### config.mk
export PLATFORM = sky130hd
export DESIGN_NAME = onehot_updown_counter
export DESIGN_NICKNAME = d
export VERILOG_FILES = /design/src/rtl/onehot_updown_counter.sv
export SDC_FILE = /design/constraint.sdc
export NUM_CORES = 1
export LEC_CHECK = 0
export CORE_MARGIN = 1
export CORE_UTILIZATION = 43
export CTS_CLUSTER_DIAMETER = 60
export DETAILED_ROUTE_END_ITERATION = 16
export GPL_TIMING_DRIVEN = 0
export PLACE_DENSITY = 0.8
export SLEW_MARGIN = 20
export SYNTH_ARGS = -nofsm -noshare
export SYNTH_HDL_FRONTEND = slang
export SYNTH_SLANG_ARGS = --single-unit
export TNS_END_PERCENT = 100
### constraint.sdc
create_clock -name clk -period 3.15 [get_ports clk]
set_input_delay 0.315 -clock clk [delete_from_list [all_inputs] [get_ports clk]]
set_output_delay 0.315 -clock clk [all_outputs]
set_load 0.005 [all_outputs]
### src/rtl/onehot_updown_counter.sv
// One-hot modulo-N up/down counter with clear, load,
// wrap pulse and one-hot integrity recovery.
module onehot_updown_counter #(
  parameter  int N = 6,
  localparam int W = (N > 1) ? $clog2(N) : 1
) (
  input  logic         clk,
  input  logic         rst_b,
  input  logic         clr,
  input  logic         ld,
  input  logic [W-1:0] ld_val,
  input  logic         c_up,
  input  logic         c_dn,
  output logic [N-1:0] st,
  output logic [W-1:0] cnt,
  output logic         zero,
  output logic         wrap,
  output logic         err
);

  logic [N-1:0] r_st;
  logic         r_wrap;
  logic         r_err;

  logic [N-1:0] w_nxt;
  logic [N-1:0] w_hot;
  logic [W-1:0] w_cnt;
  logic         w_any;
  logic         w_multi;
  logic         w_ill;
  logic         w_ok;
  logic         w_up;
  logic         w_dn;
  logic         w_hold;
  logic         w_cnt_en;
  logic         w_wrap;
  logic         w_err;

  always_comb begin
    w_any   = 1'b0;
    w_multi = 1'b0;
    for (int i = 0; i < N; i++) begin
      w_multi = w_multi | (w_any & r_st[i]);
      w_any   = w_any | r_st[i];
    end
  end

  always_comb begin
    w_cnt = '0;
    for (int i = 0; i < N; i++) begin
      if (r_st[i]) begin
        w_cnt = w_cnt | W'(i);
      end
    end
  end

  assign w_ill    = ~w_any | w_multi;
  assign w_ok     = |w_hot;
  assign w_up     = c_up & ~c_dn;
  assign w_dn     = c_dn & ~c_up;
  assign w_hold   = ~w_up & ~w_dn;
  assign w_cnt_en = ~w_ill & ~clr & ~ld;

  // Per-bit sum-of-products; a rotation, never an adder.
  for (genvar i = 0; i < N; i++) begin : g_bit
    localparam int   PRV = (i + N - 1) % N;
    localparam int   NXT = (i + 1) % N;
    localparam logic ZB  = (i == 0);

    assign w_hot[i] = (ld_val == W'(i));

    assign w_nxt[i] =
        (w_ill & ZB)
      | (~w_ill & clr & ZB)
      | (~w_ill & ~clr & ld & w_ok & w_hot[i])
      | (~w_ill & ~clr & ld & ~w_ok & r_st[i])
      | (w_cnt_en & w_up & r_st[PRV])
      | (w_cnt_en & w_dn & r_st[NXT])
      | (w_cnt_en & w_hold & r_st[i]);
  end

  assign w_wrap = w_cnt_en
                & ((w_up & r_st[N-1])
                 | (w_dn & r_st[0]));

  assign w_err = w_ill
               | (~clr & ld & ~w_ok);

  always_ff @(posedge clk or negedge rst_b) begin
    if (!rst_b) begin
      r_st   <= N'(1);
      r_wrap <= 1'b0;
      r_err  <= 1'b0;
    end else begin
      r_st   <= w_nxt;
      r_wrap <= w_wrap;
      r_err  <= w_err;
    end
  end

  assign st   = r_st;
  assign cnt  = w_cnt;
  assign zero = r_st[0];
  assign wrap = r_wrap;
  assign err  = r_err;

endmodule

==> results.py <==
metrics = {
    "global_routing": {
        "track_usage_pct": 25.9,
        "grt_antenna_before_repair": 0,
        "grt_max_degree": 11,
        "grt_pass1_vias": 551,
        "grt_pass1_wl_um": 2530,
        "grt_overflow": 0,
    },
    "drt": {
        "num_vias": 652,
        "vias_per_cell": 6.15,
        "routed_wl_um": 1710,
        "ant_nets": 0,
        "drt_iter0_markers": 45,
        "wire_per_inst_um": 16.1,
        "firstDrtPassIters": 10,
        "drc": 2,
    },
    "cts": {
        "cts_tree": "yes",
        "ctsResizeCount": 0,
        "cts_sinks": 8,
        "root_buffer": "clkbuf_4",
        "ctsLongestPathBuffers": 2,
        "postCtsSetupBuffers": 0,
        "cts-htree-levels": 1,
        "cts_buffers": 3,
        "clk_pin_slew_ns": 0.06,
        "clkLatencyLatePin_ns": 0.27,
        "cts_hold_buf": 0,
    },
    "flow_run": {
        "drv_cap": 0,
    },
    "setup_path": {
        "worstPathMaxFanout": 9,
        "worst_setup_path_start_kind": "flop",
        "cp-end-kind": "flop",
        "regToRegSetupSlack_ns": 0.98,
        "max_stage_delay_ns": 0.57,
        "rr_startpoint": "st[2]",
        "cp_cell_sequence": "or4_4 > maj3_2 > a311oi_2 > nor2b_1",
        "arrival_ns": 2.35,
        "worst_r2r_endpoint": "st[5]",
        "reg2reg_depth": 4,
        "crit_slowest_cell": "or4_4",
        "required_ns": 3.34,
        "crit_type": "reg2reg",
    },
    "pwr": {
        "power.internal_uw": 244,
        "clockPowerShare_pct": 26.0,
        "finalPower_uw": 358,
        "p_leak_uw": 0.000339,
        "peakVddDrop_v": 0.000267,
        "power_frac_seq_pct": 37.2,
        "power.switching_uw": 114,
        "pwr-share-comb_pct": 36.8,
        "swShare_pct": 31.9,
        "p_per_area_nw_per_um2": 426,
    },
    "run_status": {
        "outcome": "complete, but fails checks",
        "failed_checks": "design-rule violations",
    },
    "yosys": {
        "yosys.area_share.adder_pct": 6.11,
        "synth_xor_area_share_pct": 1.47,
        "ys_seq_area_share_pct": 33.9,
        "netlist_instances": 67,
        "synth.distinct_cells": 31,
        "syn-cell-area_sq_um": 594,
        "synth-seq-cells": 8,
        "synth_top_family_by_area": "compound AO/OA/AOI/OAI gates",
        "synth_compound_area_share_pct": 28.2,
        "synthTopCellsByArea": "dfrtp_1 29%, a22oi_1 7.6%, nor2b_1 5.3%",
        "synth_largest_area_cell": "dfrtp_1",
        "yosysWarnings": 0,
        "synth_nets": 78,
        "synth_mux_area_share_pct": 0,
        "synth_area_per_cell_sq_um": 8.87,
        "yosys.area.top_type_share_pct": 29.5,
        "synth_simple_gate_area_share_pct": 24.0,
    },
    "sta": {
        "setup_violations": 0,
        "fin_crit_sh_pct": 68.8,
        "tns_ns": 0,
        "worstMarginPinSlew_ns": 0.707,
        "rsz0062_at_grt": "no",
        "hold_viol": 0,
        "report.final.slew_viol_count": 0,
        "holdWs_ns": 0.323,
        "min_period_ns": 2.17,
        "fmax_mhz": 462,
        "finClkSkew_ns": 0.00576,
        "setup_ws_ns": 0.984,
        "timing.slew.headroom_pct": 52.4,
    },
    "die": {
        "row_count": 13,
        "dieHeight_um": 39.2,
        "core_area_sq_um": 1280,
        "initial_utilization_pct": 46.3,
        "die_area_sq_um": 1530,
        "boundaryPins": 21,
        "fp.dieW_um": 39.2,
    },
    "cells_and_area": {
        "area_delta_synth_final_pct": 41.3,
        "drive_gt1_share_pct": 15.4,
        "n_antenna_cell": 0,
        "layout_commonest_cell": "clkdlybuf4s50_1",
        "finalNonFillerCells": 106,
        "fin_nets": 103,
        "final_cell_mix": "20 x clkdlybuf4s50_1, 7 x dfrtp_1, 6 x a22oi_1",
    },
    "placement": {
        "place_hpwl_um": 1210,
        "gp_congestion": 0.902,
        "numPortBuffers": 20,
        "place_ws_ns": 0.977,
        "dp_cells": 102,
    },
    "hold_path": {
        "worstHoldPathType": "in2async",
    },
}
[per-layer routing]
metal / vias to the layer above / part of all wire (%) / GRT usage [%]
met2: 49 / 51 / 44.6
met5: - / 0 / 0
met1: 297 / 38 / 28.8
li1: 301 / - / -
met4: 0 / 3.2 / 15.5
met3: 5 / 8.0 / 5.20
[registers in the layout, summed over array words and instances, names as in the netlist]
register  count
wrap          1
err           1
st            6
[how the worst max path moves through the flow]
stage           from  endpoint  slack (ns)  cells after the start
6_report       st[2]     st[5]        0.98                      4
3_5_place_dp    c_up     st[5]        0.98                      7
3_3_place_gp    c_up     st[0]        1.06                      7
2_1_floorplan  st[3]     st[0]        1.25                      5
4_1_cts        st[2]     st[0]        0.99                      4
5_1_grt        st[1]     st[0]        0.95                      4
[Yosys cell counts]
library cell,n
dfstp_2,1
xor2_1,1
buf_4,1
a31oi_1,2
nand2b_1,2
nor4bb_1,1
a221o_2,1
a22oi_1,6
nor3_1,2
or2_2,2
or4_4,1
o2111ai_1,1
ha_1,2
buf_6,1
o32ai_1,2
o22ai_1,1
a21oi_1,3
a311oi_2,1
o21ai_0,4
nand3_1,1
o211ai_1,1
maj3_2,1
nand2_1,4
dfrtp_1,7
or4_2,1
inv_1,4
or3_2,1
clkbuf_1,1
nor2_1,5
nor2b_1,5
a221oi_1,1
[cells by family (layout without fill, tap and decap cells)]
group           count (synthesis)  count (layout)
compound gates                 23              23
simple gates                   25              25
flops                           8               8
xor+xnor                        1               1
buf+inv                         7              31
fa+ha+maj                       3               3
[power by group through the flow]
stage | combinational, uW | sequential, uW | clock (uW)
floorplan | 63.5 | 132 | 0
detailed placement | 131 | 135 | 0
finish | 132 | 133 | 93.0
global route | 142 | 135 | 98.1
CTS | 131 | 133 | 92.6
global placement | 125 | 134 | 0
[final cells by class]
type | count | area, sq um
Fill cell | 124 | 445
Inverter | 4 | 15.0
Clock buffer | 4 | 26.3
Timing Repair Buffer | 20 | 200
Multi-Input combinational cell | 52 | 355
Sequential cell | 8 | 201
Buffer | 3 | 22.5
Tap cell | 15 | 18.8
[worst max-delay path, delay by kind of cell, from the launching register on]
| kind | cells | cell delay, ns |
|---|---|---|
| fa+ha+maj | 1 | 0.35 |
| flops | 1 | 0.48 |
| simple gates | 2 | 0.80 |
| compound gates | 1 | 0.45 |
[metrics by stage]
step / utilization, % / area [sq um]
after floorplan: - / 594
after global placement: 63.3 / 813
after detailed placement: 63.3 / 813
final: 65.3 / 840
after CTS: 65.3 / 840
after global routing: 65.3 / 840
No activity file was read; power rests on OpenSTA's default activity.
